===== src/rtl/i2c_pkg.sv =====
// Shared encodings for the I2C transaction scheduler: engine opcodes, FSM states,
// step indices and the latched transaction record.
package i2c_pkg;

  typedef enum logic [1:0] {
    OP_START = 2'd0,
    OP_WRITE = 2'd1,
    OP_READ  = 2'd2,
    OP_STOP  = 2'd3
  } cmd_op_e;

  typedef enum logic [2:0] {
    S_IDLE, S_GRANT, S_ISSUE, S_WAIT, S_RESP
  } sched_state_e;

  typedef logic [2:0] step_t;
  // STEP_SEC is WRITE wdata for a write, repeated START for a read.
  localparam step_t STEP_START = 3'd0;
  localparam step_t STEP_REG   = 3'd1;
  localparam step_t STEP_SEC   = 3'd2;
  localparam step_t STEP_READ  = 3'd3;
  localparam step_t STEP_STOP  = 3'd4;

  typedef struct packed {
    logic       rw;
    logic [6:0] dev;
    logic [7:0] regad;
    logic [7:0] wdata;
  } txn_t;

  function automatic step_t next_step(step_t s, logic rw);
    return (s == STEP_SEC && !rw) ? STEP_STOP : s + 3'd1;
  endfunction

endpackage


===== src/rtl/i2c_txn_scheduler_if.sv =====
// Requester and byte-engine signals of the I2C transaction scheduler.
// master = scheduler side, slave = requesters/engine side.
interface i2c_txn_scheduler_if #(parameter int NUM_REQ = 2) ();
  logic [NUM_REQ-1:0]   req_valid_i;
  logic [NUM_REQ-1:0]   req_ready_o;
  logic [NUM_REQ-1:0]   req_rw_i;
  logic [7*NUM_REQ-1:0] req_dev_i;
  logic [8*NUM_REQ-1:0] req_reg_i;
  logic [8*NUM_REQ-1:0] req_wdata_i;
  logic [NUM_REQ-1:0]   rsp_valid_o;
  logic [7:0]           rsp_rdata_o;
  logic                 rsp_nack_o;
  logic                 cmd_valid_o;
  logic                 cmd_ready_i;
  logic [1:0]           cmd_op_o;
  logic [7:0]           cmd_data_o;
  logic                 cmd_nack_o;
  logic                 done_i;
  logic                 done_ack_n_i;
  logic [7:0]           done_rdata_i;

  modport master (
    input  req_valid_i, req_rw_i, req_dev_i, req_reg_i, req_wdata_i,
           cmd_ready_i, done_i, done_ack_n_i, done_rdata_i,
    output req_ready_o, rsp_valid_o, rsp_rdata_o, rsp_nack_o,
           cmd_valid_o, cmd_op_o, cmd_data_o, cmd_nack_o
  );

  modport slave (
    output req_valid_i, req_rw_i, req_dev_i, req_reg_i, req_wdata_i,
           cmd_ready_i, done_i, done_ack_n_i, done_rdata_i,
    input  req_ready_o, rsp_valid_o, rsp_rdata_o, rsp_nack_o,
           cmd_valid_o, cmd_op_o, cmd_data_o, cmd_nack_o
  );
endinterface


===== src/rtl/i2c_txn_scheduler_rr_arbiter.sv =====
// Round-robin arbiter: grants the first request at or after the pointer;
// adv_i commits the grant and moves the pointer just past the winner.
module rr_arbiter #(
  parameter int N = 2,
  localparam int IW = (N > 1) ? $clog2(N) : 1
) (
  input  logic          clk_i,
  input  logic          rst_i,
  input  logic [N-1:0]  req_i,
  input  logic          adv_i,
  output logic [N-1:0]  gnt_o,
  output logic [IW-1:0] idx_o
);
  localparam int SW = IW + 1;

  logic [IW-1:0] ptr_q;
  logic [SW-1:0] cand;
  logic          found;

  always_comb begin
    gnt_o = '0;
    idx_o = '0;
    found = 1'b0;
    cand  = '0;
    for (int i = 0; i < N; i++) begin
      cand = {1'b0, ptr_q} + SW'(i);
      if (cand >= SW'(N)) cand = cand - SW'(N);
      if (!found && req_i[cand[IW-1:0]]) begin
        found                 = 1'b1;
        gnt_o[cand[IW-1:0]]   = 1'b1;
        idx_o                 = cand[IW-1:0];
      end
    end
  end

  always_ff @(posedge clk_i or posedge rst_i) begin
    if (rst_i)      ptr_q <= '0;
    else if (adv_i) ptr_q <= (idx_o == IW'(N - 1)) ? '0 : idx_o + 1'b1;
  end
endmodule


===== src/rtl/i2c_txn_scheduler.sv =====
// Round-robin front end that expands register-level I2C transactions into byte-engine
// primitives. Optional per-primitive watchdog: define I2C_TXN_SCHED_TIMEOUT_EN.
module i2c_txn_scheduler
  import i2c_pkg::*;
#(
  parameter int NUM_REQ        = 2,
  parameter int TIMEOUT_CYCLES = 4096
) (
  input logic            clk_i,
  input logic            rst_i,
  i2c_txn_scheduler_if.master bus
);
  localparam int IW = (NUM_REQ > 1) ? $clog2(NUM_REQ) : 1;

  sched_state_e       state_q, state_d;
  step_t              step_q, step_d;
  txn_t               txn_q, txn_sel;
  logic [IW-1:0]      owner_q, gnt_idx;
  logic [NUM_REQ-1:0] gnt;
  logic [7:0]         rdata_q, rdata_d;
  logic               abort_q, abort_d, adv, tmo_hit;
  cmd_op_e            op;
  logic [7:0]         op_data;
  logic               op_nack;

  rr_arbiter #(.N(NUM_REQ)) u_arb (
    .clk_i (clk_i),
    .rst_i (rst_i),
    .req_i (bus.req_valid_i),
    .adv_i (adv),
    .gnt_o (gnt),
    .idx_o (gnt_idx)
  );

  always_comb begin
    txn_sel.rw    = bus.req_rw_i[gnt_idx];
    txn_sel.dev   = bus.req_dev_i[7*gnt_idx +: 7];
    txn_sel.regad = bus.req_reg_i[8*gnt_idx +: 8];
    txn_sel.wdata = bus.req_wdata_i[8*gnt_idx +: 8];
  end

  always_comb begin
    op      = OP_STOP;
    op_data = 8'h00;
    op_nack = 1'b0;
    case (step_q)
      STEP_START: begin op = OP_START; op_data = {txn_q.dev, 1'b0}; end
      STEP_REG:   begin op = OP_WRITE; op_data = txn_q.regad; end
      STEP_SEC: begin
        if (txn_q.rw) begin op = OP_START; op_data = {txn_q.dev, 1'b1}; end
        else          begin op = OP_WRITE; op_data = txn_q.wdata; end
      end
      STEP_READ:  begin op = OP_READ; op_nack = 1'b1; end
      default:    op = OP_STOP;
    endcase
  end

`ifdef I2C_TXN_SCHED_TIMEOUT_EN
  localparam int TW = $clog2(TIMEOUT_CYCLES) + 1;
  logic [TW-1:0] tmo_q;

  assign tmo_hit = (state_q == S_ISSUE || state_q == S_WAIT) &&
                   (tmo_q == TW'(TIMEOUT_CYCLES - 1));

  // Restarts on every state change, including the ISSUE->ISSUE jump to STOP.
  always_ff @(posedge clk_i or posedge rst_i) begin
    if (rst_i)                                tmo_q <= '0;
    else if (state_d != state_q || tmo_hit)   tmo_q <= '0;
    else if (state_q == S_ISSUE || state_q == S_WAIT) tmo_q <= tmo_q + 1'b1;
  end
`else
  logic unused_tmo;
  assign unused_tmo = ^TIMEOUT_CYCLES;
  assign tmo_hit    = 1'b0;
`endif

  always_comb begin
    state_d = state_q;
    step_d  = step_q;
    abort_d = abort_q;
    rdata_d = rdata_q;
    adv     = 1'b0;
    case (state_q)
      S_IDLE: if (|bus.req_valid_i) begin adv = 1'b1; state_d = S_GRANT; end
      S_GRANT: begin step_d = STEP_START; state_d = S_ISSUE; end
      S_ISSUE: if (bus.cmd_ready_i) state_d = S_WAIT;
      S_WAIT: if (bus.done_i) begin
        if (op == OP_READ) rdata_d = bus.done_rdata_i;
        if (step_q == STEP_STOP) state_d = S_RESP;
        else begin
          state_d = S_ISSUE;
          if ((op == OP_START || op == OP_WRITE) && bus.done_ack_n_i) begin
            abort_d = 1'b1;
            step_d  = STEP_STOP;
          end else begin
            step_d = next_step(step_q, txn_q.rw);
          end
        end
      end
      S_RESP: begin abort_d = 1'b0; state_d = S_IDLE; end
      default: state_d = S_IDLE;
    endcase
    // A watchdog expiry only matters when the primitive has made no progress.
    if (tmo_hit && state_d == state_q) begin
      abort_d = 1'b1;
      if (step_q == STEP_STOP) state_d = S_RESP;
      else begin step_d = STEP_STOP; state_d = S_ISSUE; end
    end
  end

  always_ff @(posedge clk_i or posedge rst_i) begin
    if (rst_i) begin
      state_q <= S_IDLE;
      step_q  <= STEP_START;
      txn_q   <= '0;
      owner_q <= '0;
      rdata_q <= 8'h00;
      abort_q <= 1'b0;
    end else begin
      state_q <= state_d;
      step_q  <= step_d;
      abort_q <= abort_d;
      rdata_q <= rdata_d;
      if (adv) begin
        txn_q   <= txn_sel;
        owner_q <= gnt_idx;
      end
    end
  end

  assign bus.req_ready_o = (state_q == S_IDLE && !rst_i) ? gnt : '0;
  assign bus.cmd_valid_o = (state_q == S_ISSUE);
  assign bus.cmd_op_o    = (state_q == S_ISSUE) ? op : 2'd0;
  assign bus.cmd_data_o  = (state_q == S_ISSUE) ? op_data : 8'h00;
  assign bus.cmd_nack_o  = (state_q == S_ISSUE) && op_nack;
  assign bus.rsp_valid_o = (state_q == S_RESP) ? (NUM_REQ'(1) << owner_q) : '0;
  assign bus.rsp_nack_o  = (state_q == S_RESP) && abort_q;
  assign bus.rsp_rdata_o = (state_q == S_RESP && txn_q.rw && !abort_q) ? rdata_q : 8'h00;
endmodule


===== src/flat_wrapper.sv =====
// flat-port wrapper written by rule: the top's interface ports become plain ports
module i2c_txn_scheduler_flat import i2c_pkg::*;
#(
  parameter int NUM_REQ        = 2,
  parameter int TIMEOUT_CYCLES = 4096
)
  (clk_i, rst_i, bus_req_valid_i, bus_req_rw_i, bus_req_dev_i, bus_req_reg_i, bus_req_wdata_i, bus_cmd_ready_i, bus_done_i, bus_done_ack_n_i, bus_done_rdata_i, bus_req_ready_o, bus_rsp_valid_o, bus_rsp_rdata_o, bus_rsp_nack_o, bus_cmd_valid_o, bus_cmd_op_o, bus_cmd_data_o, bus_cmd_nack_o);
  i2c_txn_scheduler_if #(.NUM_REQ(NUM_REQ)) bus_i ();
  input logic clk_i;
  input logic rst_i;
  input wire logic [$bits(bus_i.req_valid_i)-1:0] bus_req_valid_i;
  input wire logic [$bits(bus_i.req_rw_i)-1:0] bus_req_rw_i;
  input wire logic [$bits(bus_i.req_dev_i)-1:0] bus_req_dev_i;
  input wire logic [$bits(bus_i.req_reg_i)-1:0] bus_req_reg_i;
  input wire logic [$bits(bus_i.req_wdata_i)-1:0] bus_req_wdata_i;
  input wire logic [$bits(bus_i.cmd_ready_i)-1:0] bus_cmd_ready_i;
  input wire logic [$bits(bus_i.done_i)-1:0] bus_done_i;
  input wire logic [$bits(bus_i.done_ack_n_i)-1:0] bus_done_ack_n_i;
  input wire logic [$bits(bus_i.done_rdata_i)-1:0] bus_done_rdata_i;
  output wire logic [$bits(bus_i.req_ready_o)-1:0] bus_req_ready_o;
  output wire logic [$bits(bus_i.rsp_valid_o)-1:0] bus_rsp_valid_o;
  output wire logic [$bits(bus_i.rsp_rdata_o)-1:0] bus_rsp_rdata_o;
  output wire logic [$bits(bus_i.rsp_nack_o)-1:0] bus_rsp_nack_o;
  output wire logic [$bits(bus_i.cmd_valid_o)-1:0] bus_cmd_valid_o;
  output wire logic [$bits(bus_i.cmd_op_o)-1:0] bus_cmd_op_o;
  output wire logic [$bits(bus_i.cmd_data_o)-1:0] bus_cmd_data_o;
  output wire logic [$bits(bus_i.cmd_nack_o)-1:0] bus_cmd_nack_o;
  assign bus_i.req_valid_i = bus_req_valid_i;
  assign bus_i.req_rw_i = bus_req_rw_i;
  assign bus_i.req_dev_i = bus_req_dev_i;
  assign bus_i.req_reg_i = bus_req_reg_i;
  assign bus_i.req_wdata_i = bus_req_wdata_i;
  assign bus_i.cmd_ready_i = bus_cmd_ready_i;
  assign bus_i.done_i = bus_done_i;
  assign bus_i.done_ack_n_i = bus_done_ack_n_i;
  assign bus_i.done_rdata_i = bus_done_rdata_i;
  assign bus_req_ready_o = bus_i.req_ready_o;
  assign bus_rsp_valid_o = bus_i.rsp_valid_o;
  assign bus_rsp_rdata_o = bus_i.rsp_rdata_o;
  assign bus_rsp_nack_o = bus_i.rsp_nack_o;
  assign bus_cmd_valid_o = bus_i.cmd_valid_o;
  assign bus_cmd_op_o = bus_i.cmd_op_o;
  assign bus_cmd_data_o = bus_i.cmd_data_o;
  assign bus_cmd_nack_o = bus_i.cmd_nack_o;
  i2c_txn_scheduler #(.NUM_REQ(NUM_REQ), .TIMEOUT_CYCLES(TIMEOUT_CYCLES)) u_core (.clk_i(clk_i), .rst_i(rst_i), .bus(bus_i));
endmodule

===== config.mk =====
export PLATFORM = sky130hd
export DESIGN_NAME = i2c_txn_scheduler_flat
export DESIGN_NICKNAME = d
export VERILOG_FILES = /design/src/rtl/i2c_pkg.sv /design/src/rtl/i2c_txn_scheduler_if.sv /design/src/rtl/i2c_txn_scheduler_rr_arbiter.sv /design/src/rtl/i2c_txn_scheduler.sv /design/src/flat_wrapper.sv
export SDC_FILE = /design/constraint.sdc
export NUM_CORES = 1
export LEC_CHECK = 0
export ABC_AREA = 0
export ABC_CLOCK_PERIOD_IN_PS = 1900
export BUFFER_PORTS_ARGS = -buffer_cell sky130_fd_sc_hd__buf_2
export CAP_MARGIN = 20
export CORE_MARGIN = 2
export CORE_UTILIZATION = 45
export CTS_BUF_LIST = sky130_fd_sc_hd__clkbuf_16
export DETAILED_ROUTE_END_ITERATION = 8
export HOLD_SLACK_MARGIN = 0.05
export PLACE_DENSITY_LB_ADDON = 0.05
export SYNTH_ARGS = -nofsm -noshare
export SYNTH_HDL_FRONTEND = slang
export SYNTH_SLANG_ARGS = --single-unit
export TNS_END_PERCENT = 30

===== constraint.sdc =====
create_clock -name clk_i -period 1.9 [get_ports clk_i]
set_input_delay 0.285 -clock clk_i [delete_from_list [all_inputs] [get_ports clk_i]]
set_output_delay 0.285 -clock clk_i [all_outputs]
set_load 0.02 [all_outputs]

==> results.cfg, run 1 <==
[setup_path]
cp_cell_sequence = buf_4, mux2_2, a222oi_1, nor2_1, buf_2
crit_family = flip-flops
r2r_cells = 8
critPathArrivalTime_ns = 1.71
crit_path_start = u_core.txn_q[23]
slowest_stage = dfrtp_2
cp-start-kind = register
endpoint_kind = output port
reg2reg_slack_ns = 0.14
worst-setup-path-type = register to output port
cp_num_cells = 5
crit_required_ns = 1.62
crit_end = bus_cmd_data_o[6]
critPathMaxFanout = 3
r2r_end = u_core.step_q[2]
reg2reg_from = u_core.step_q[1]
critPathBufInv = 2
slowest_delay_ns = 0.39

[global_route]
antenna_found_initial = 0
grt_pass1_vias = 1947
grt_max_degree = 37
grt_util_all_layers_pct = 21.7
grt_overflow_total = 0
grt_pass1_wl_mm = 9.05

[timing]
fmax_mhz = 502
rsz0062_at_grt = yes
hold_ws_ns = 0.214
skew_ns = 0.00199
relSlewSlack_pct = 69.3
period_share_pct = 105
finalMaxSlewViolations = 0
hold_viol = 0
worst_pin_slew_ns = 0.461
setup-violations-final = 9
fin_ws_ns = -0.0906
fin_crit_ns = 1.99

[layout]
fin_nets = 377
antenna_cells = 0
fin_util_pct = 65.6
layout_commonest_cell = buf_2
area_delta_synth_final_pct = 39.8
drive_above_1_share_pct = 48.7
final_cell_mix = buf_2, dfrtp_1, a222oi_1, inv_1, buf_4

[floorplan]
rows = 25
start_util_pct = 46.9
dieArea_um2 = 5500
chipWidth_um = 74.2
io_pins = 88
core_um2 = 4720
die_h_um = 74.2

[place]
pre_cts_ws_ns = 0.0835
gp_congestion = 0.793
dpl.hpwl_mm = 3.95
port_buffers = 87

[clock_tree]
htreeDepth = 2
cts_tree = done
clock-sinks = 41
clkSlewWorstSetupHoldPaths_ns = 0.06
cts_root_buf = clkbuf_16
clock_path_buffers = 2
cts_made_buffers = 5
clkLatencyLatePin_ns = 0.28

[synth]
synth_seq_cells = 41
ys_warn_count = 0
synth.avg_cell_area_um2 = 10.7
synthesis.instances = 208
seq_area_frac_synth_pct = 46.3
synth_cell_types = 33
netlist_area_um2 = 2220
syn-num-nets = 276

[route]
viasPerCell = 5.45
dr.pass1.iters = 6
ant_nets = 0
wl_per_cell_um = 15.6
routed_wl_mm = 5.88
vias = 2055
drtIter0Drc = 244
drc_errors = 0

[status]
status = finished with violations
violations = setup timing

[hold_path]
min_from = bus_done_rdata_i[5]
hold_path_class = input port to register

[pwr]
total_power_mw = 4.39
pwr_density_cell_nw_per_um2 = 1420
leakagePower_nw = 1.70
vdd_drop_max_v = 0.000754

[run]
cap_violations = 0
==> worst min path at each step <==
| stage | to | slack [ns] | cells after the start |
|---|---|---|---|
| 4_1_cts | u_core.rdata_q[5] | 0.21 | 2 |
| 6_report | u_core.rdata_q[5] | 0.21 | 2 |
| 5_1_grt | u_core.rdata_q[5] | 0.21 | 2 |
| 3_3_place_gp | u_core.txn_q[20] | 0.20 | 2 |
| 3_5_place_dp | u_core.txn_q[5] | 0.21 | 2 |
| 2_1_floorplan | u_core.rdata_q[2] | 0.42 | 1 |
==> sequential cells by signal, indices dropped and copies added, names as in the netlist <==
| name | flops |
|---|---|
| u_core.abort_q | 1 |
| u_core.owner_q | 1 |
| u_core.rdata_q | 8 |
| u_core.state_q | 3 |
| u_core.step_q | 3 |
| u_core.txn_q | 24 |
| u_core.u_arb.ptr_q | 1 |
==> synthesized netlist by cell type (all sizes together) <==
library cell / instances / area, µm²
a31oi: 1 / 6.26
mux2: 15 / 169
nand2: 5 / 18.8
dfrtp: 41 / 1030
mux2i: 3 / 30.0
a211o: 1 / 8.76
a21oi: 4 / 20.0
o21ai: 7 / 35.0
and3b: 1 / 8.76
a222oi: 31 / 310
nor3: 2 / 26.3
and2: 11 / 68.8
nor2b: 2 / 12.5
inv: 31 / 116
nand3: 4 / 20.0
nand2b: 2 / 12.5
nor2: 12 / 45.0
buf: 13 / 91.3
nor3b: 1 / 12.5
and3: 5 / 31.3
o311ai: 1 / 8.76
a211oi: 1 / 7.51
a21o: 3 / 22.5
clkbuf: 3 / 11.3
ha: 5 / 62.6
nand3b: 1 / 7.51
nand4: 2 / 27.5
==> metrics by stage <==
| step | instance area (µm²) | instances | TNS, ns |
|---|---|---|---|
| after CTS | 2950 | 370 | -0.440 |
| after global routing | 3100 | 377 | -1.70 |
| final | 3100 | 377 | -0.533 |
| after detailed placement | 2740 | 358 | 0 |
| after global placement | 2740 | 358 | 0 |
| after floorplan | 2220 | 208 | 0 |
==> cell families after synthesis <==
kind of cell,after synthesis,share of synthesized area (%)
flops,41,46.3
simple gates,48,13.1
compound gates,49,18.9
buf+inv,47,9.88
fa+ha+maj,5,2.82
mux,18,8.97
==> area by class of cell <==
| type | instances | area (µm²) |
|---|---|---|
| clock inverters | 3 | 13.8 |
| multi-input cells | 120 | 1050 |
| repair buffers | 110 | 682 |
| well taps | 67 | 83.8 |
| fillers | 408 | 1620 |
| flip-flops and latches | 41 | 1030 |
| clock buffers | 5 | 125 |
| inverters | 31 | 116 |
==> repair_timing <==
| action | in CTS | in global routing |
|---|---|---|
| cloned | 0 | 0 |
| setup buffers | 3 | 6 |
| hold endpoints to repair | 5 | 0 |
| pin swaps | 8 | 8 |
| resized for setup | 20 | 25 |
| hold buffers | 1 | 0 |
| setup endpoints to repair | 17 | 20 |
==> worst register-to-register path, stage by stage, from the launching register on <==
cell     delay, ns
dfrtp_1       0.38
buf_4         0.12
buf_4         0.09
ha_1          0.18
ha_4          0.17
nor2b_1       0.05
o21ai_0       0.36
a21oi_1       0.13
a21o_1        0.16
==> report_power, final <==
| part | internal, mW | leakage [nW] | switching (mW) | total (mW) |
|---|---|---|---|---|
| Sequential | 1.22 | 0.517 | 0.259 | 1.48 |
| Combinational | 1.03 | 1.11 | 1.08 | 2.11 |
| Clock | 0.476 | 0.0748 | 0.319 | 0.795 |
==> routing by layer <==
layer,track usage (%),vias to the layer above,part of all wire [%],wire (µm)
li1,-,975,-,-
met1,30.1,995,46,2700
met2,34.4,81,46,2730
met3,4.61,4,6.9,407
met4,6.46,0,0.73,43
met5,0,-,0,0
Power figures use the tool's default switching activity.
==> inputs of run 2 (changes only) <==
- GPL_TIMING_DRIVEN: unset -> 0
==> run 2 against run 1 <==
Compared with the run above: the run still ends with setup timing left; total power up 5.1%; non-clock buffer count up 8; final cell count up 2.1%; critical path type unchanged; critical endpoint is now bus_cmd_data_o[1]; largest cell class unchanged.
==> results.cfg, run 2 (synthesis gave the netlist of run 1 again) <==
[timing]
period_share_pct = 107
finalMaxSlewViolations = 0
worst_pin_slew_ns = 0.864
hold_viol = 0
fin_ws_ns = -0.124
rsz0062_at_grt = yes
fin_crit_ns = 2.02
setup-violations-final = 14
relSlewSlack_pct = 42.3
skew_ns = 0.00278
fmax_mhz = 494

[layout]
layout_commonest_cell = buf_2
final_cell_mix = buf_2, dfrtp_1, a222oi_1, inv_1, buf_4
regMostFlops = u_core.txn_q
fillCellCount = 380
largest_reg_flops = 24
area_delta_synth_final_pct = 45.5
fin_nets = 385
top_regs = u_core.txn_q (24), u_core.rdata_q (8)
drive_above_1_share_pct = 51.3
antenna_cells = 0

[place]
dpl.hpwl_mm = 3.97
pre_cts_ws_ns = -0.300
gp_congestion = 0.812
port_buffers = 87

[floorplan]
rows = 25
io_pins = 88
die_h_um = 74.2
start_util_pct = 46.9
core_um2 = 4720
chipWidth_um = 74.2
dieArea_um2 = 5500

[clock_tree]
cts_made_buffers = 5
htreeDepth = 2
cts_tree = done
clock-sinks = 41
clkSlewWorstSetupHoldPaths_ns = 0.06
postCtsHoldBufs = 0
clkLatencyLatePin_ns = 0.28
cts_root_buf = clkbuf_16
clock_path_buffers = 2

[route]
routed_wl_mm = 5.79
viasPerCell = 5.37
wl_per_cell_um = 15.0
vias = 2069
ant_nets = 0
drc_errors = 0
dr.pass1.iters = 6
drtIter0Drc = 198

[pwr]
total_power_mw = 4.61
leakagePower_nw = 1.77
vdd_drop_max_v = 0.000717
pwr_density_cell_nw_per_um2 = 1430

[global_route]
grt_pass1_wl_mm = 9.21
antenna_found_initial = 0
grt_overflow_total = 0
grt_pass1_vias = 1971
grt_max_degree = 44
grt_util_all_layers_pct = 22.6

[run]
cap_violations = 0

[setup_path]
critPathMaxFanout = 5
worst-setup-path-type = register to output port
crit_required_ns = 1.62
endpoint_kind = output port
critPathArrivalTime_ns = 1.74
cp-start-kind = register

[status]
violations = setup timing
status = finished with violations

[hold_path]
hold_path_class = input port to async pin
[run 2: worst paths after layout]
kind / start / to / slack, ns / depth (start not counted)
setup / recovery: u_core.txn_q[23] / bus_cmd_data_o[1] / -0.12 / 5
hold / removal: rst_i / u_core.rdata_q[5] / 0.18 / 2
setup reg to reg: u_core.step_q[0] / u_core.rdata_q[3] / 0.14 / 6
hold reg to reg: u_core.rdata_q[2] / u_core.rdata_q[2] / 0.49 / 1
max in group asynchronous: rst_i / u_core.step_q[0] / 1.13 / 2
min in group clk_i: bus_done_rdata_i[5] / u_core.rdata_q[5] / 0.21 / 2
[run 2: layout make-up]
cell class / count / area, µm² / share of cell area (%)
Multi-Input combinational cell: 120 / 1080 / 33.6
Sequential cell: 41 / 1030 / 31.9
Timing Repair Buffer: 106 / 659 / 20.4
Clock buffer: 5 / 125 / 3.88
Inverter: 31 / 116 / 3.61
Buffer: 12 / 114 / 3.53
Tap cell: 67 / 83.8 / 2.60
Clock inverter: 3 / 13.8 / 0.427
[run 2: metal layers]
layer  up-vias  part of all wire, %  global-route usage, %  wire length, µm
li1        991                    -                      -                -
met4         0                  1.5                   9.70               87
met5         -                    0                      0                0
met1       988                   46                   30.9             2650
met2        81                   46                   34.3             2670
met3         9                  6.7                   5.56              386
[run 2: where the power goes]
| part | switching [mW] | leakage, nW | internal [mW] |
|---|---|---|---|
| clock network | 0.331 | 0.0748 | 0.477 |
| logic | 1.14 | 1.18 | 1.18 |
| registers | 0.275 | 0.516 | 1.21 |
[run 2: worst max-delay path, stage by stage (launching register included)]
cell	delay, ns
dfrtp_1	0.41
buf_6	0.15
mux2_4	0.29
a222oi_1	0.36
nor2_2	0.10
buf_6	0.14
[run 2: what timing repair did]
item / 4_1_cts / 5_1_grt
pin swaps: 8 / 10
setup endpoints to repair: 25 / 23
setup buffers: 15 / 3
resized for setup: 54 / 18
cloned: 1 / 0
[run 2: per-stage QoR]
step / cell area [µm²] / hold slack [ns] / instances / setup TNS [ns] / utilization (%)
after detailed placement: 2740 / 0.477 / 362 / -2.55 / 58.1
after CTS: 3160 / 0.208 / 384 / -0.956 / 67.0
after global placement: 2740 / 0.465 / 362 / -3.39 / 58.1
after floorplan: 2220 / 0.417 / 208 / 0 / -
after global routing: 3230 / 0.224 / 385 / -2.08 / 68.3
final: 3230 / 0.180 / 385 / -0.733 / 68.3
==> inputs of run 3 (changes only) <==
- PLACE_DENSITY: unset -> 0.85
- PLACE_DENSITY_LB_ADDON: 0.05 -> unset
- TNS_END_PERCENT: 30 -> 50
==> run 3 against run 2 <==
Compared with the run above: the flow still finishes with violations (setup timing); fmax hardly changed; via count is 4.9% higher; non-clock buffer count is 14 higher; total power is 2.5% higher; flip-flop and latch count stayed put; design area is 4.0% higher; global-route usage is 0.26 points lower; core utilization is 2.7 points higher; largest cell class unchanged; largest power group unchanged.
==> results.cfg, run 3 (synthesis gave the netlist of run 1 again) <==
[timing]
fmax_mhz = 494
hold_viol = 0
setup-violations-final = 18
fin_crit_ns = 2.02
worst_pin_slew_ns = 0.869
skew_ns = 0.00614
rsz0062_at_grt = yes
fin_tns_setup_ns = -1.04
relSlewSlack_pct = 42.0
fin_ws_ns = -0.124
period_share_pct = 107
finalMaxSlewViolations = 0

[setup_path]
crit_required_ns = 1.62
crit_path_start = u_core.step_q[1]
r2r_cells = 6
cp_cell_sequence = ha_4, buf_6, o311ai_4, buf_6, nor2_1, buf_4
crit_family = buffers and inverters
critPathBufInv = 3
slowest_stage = dfrtp_1
r2r_end = u_core.step_q[2]
cp-start-kind = register
endpoint_kind = output port
reg2reg_slack_ns = 0.11
crit_top_cell = buf_6
critPathMaxFanout = 8
slowest_delay_ns = 0.43
reg2reg_from = u_core.step_q[2]
critPathArrivalTime_ns = 1.74
worst-setup-path-type = register to output port

[pwr]
leakagePower_nw = 1.84
total_power_mw = 4.72
vdd_drop_max_v = 0.000757
pwr_density_cell_nw_per_um2 = 1410

[floorplan]
start_util_pct = 46.9
rows = 25
die_h_um = 74.2
io_pins = 88
chipWidth_um = 74.2
core_um2 = 4720
dieArea_um2 = 5500

[clock_tree]
htreeDepth = 2
clkLatencyLatePin_ns = 0.28
clock_path_buffers = 2
clkSlewWorstSetupHoldPaths_ns = 0.05
cts_tree = done
cts_made_buffers = 5
clock-sinks = 41
cts_root_buf = clkbuf_16

[route]
wl_per_cell_um = 16.2
routed_wl_mm = 6.45
drc_errors = 0
dr.pass1.iters = 6
drtIter0Drc = 214
vias = 2171
ant_nets = 0
viasPerCell = 5.45

[global_route]
grt_pass1_vias = 2023
grt_pass1_wl_mm = 9.27
antenna_found_initial = 0
grt_util_all_layers_pct = 22.3
grt_max_degree = 44
grt_overflow_total = 0

[layout]
fin_util_pct = 71.0
largest_reg_flops = 24
final_cell_area_um2 = 3350
fillCellCount = 329
top_regs = u_core.txn_q (24), u_core.rdata_q (8)
regMostFlops = u_core.txn_q
antenna_cells = 0
fin_nets = 399
final_cell_mix = buf_2, dfrtp_1, buf_4, a222oi_1, inv_1
drive_above_1_share_pct = 53.8
instances_no_fill = 398
area_delta_synth_final_pct = 51.3
layout_commonest_cell = buf_2

[status]
violations = setup timing
status = finished with violations

[place]
dpl.hpwl_mm = 4.07
dp_cells = 362
port_buffers = 87
placed_area_um2 = 2740
gp_congestion = 0.791

[hold_path]
hold_path_class = input port to async pin

[run]
cap_violations = 0
-- run 3: worst max path at each step --
stage | endpoint | depth (start not counted)
6_report | bus_cmd_data_o[5] | 6
5_1_grt | bus_cmd_data_o[3] | 6
4_1_cts | bus_cmd_data_o[1] | 7
3_5_place_dp | bus_cmd_data_o[1] | 6
3_3_place_gp | bus_req_ready_o[1] | 4
2_1_floorplan | bus_req_ready_o[0] | 2
-- run 3: timing repair --
action	4_1_cts	5_1_grt
gates resized for setup	41	37
endpoints found under the setup margin	19	23
hold buffers	0	0
pin swaps	8	11
setup buffers	15	16
cloned	1	1
-- run 3: power by group --
part / leakage, nW / internal, mW / switching (mW)
registers: 0.520 / 1.21 / 0.273
logic: 1.25 / 1.25 / 1.20
clock network: 0.0685 / 0.469 / 0.318
total: 1.84 / 2.93 / 1.79
-- run 3: metal layers --
layer,global-route usage (%),vias up,routed length [µm]
met5,0,-,0
met4,6.46,0,102
met3,6.23,8,503
met2,38.9,93,3400
met1,27.1,1052,2450
li1,-,1018,-
-- run 3: worst reg2reg max path, delay by kind of cell (launching register included) --
family / cells / cell delay [ns]
AO/OA/AOI/OAI: 3 / 0.63
flip-flops: 1 / 0.50
adder cells (fa/ha/maj): 1 / 0.29
buffers and inverters: 1 / 0.19
AND/OR/NAND/NOR: 1 / 0.06
-- run 3: cell type report --
| type | instances | area (µm²) | share of cell area (%) |
|---|---|---|---|
| flip-flops and latches | 41 | 1030 | 30.6 |
| multi-input cells | 120 | 1080 | 32.2 |
| plain buffers | 12 | 119 | 3.54 |
| well taps | 67 | 83.8 | 2.50 |
| inverters | 31 | 116 | 3.47 |
| clock buffers | 5 | 125 | 3.73 |
| clock inverters | 2 | 7.51 | 0.224 |
| repair buffers | 120 | 798 | 23.8 |
-- run 3: through the flow --
step | hold slack, ns | setup WS [ns]
6_report | 0.186 | -0.124
5_1_grt | 0.223 | -0.194
4_1_cts | 0.215 | -0.0876
3_5_place_dp | 0.474 | -0.244
3_3_place_gp | 0.465 | -0.362
2_1_floorplan | 0.417 | 0.0930
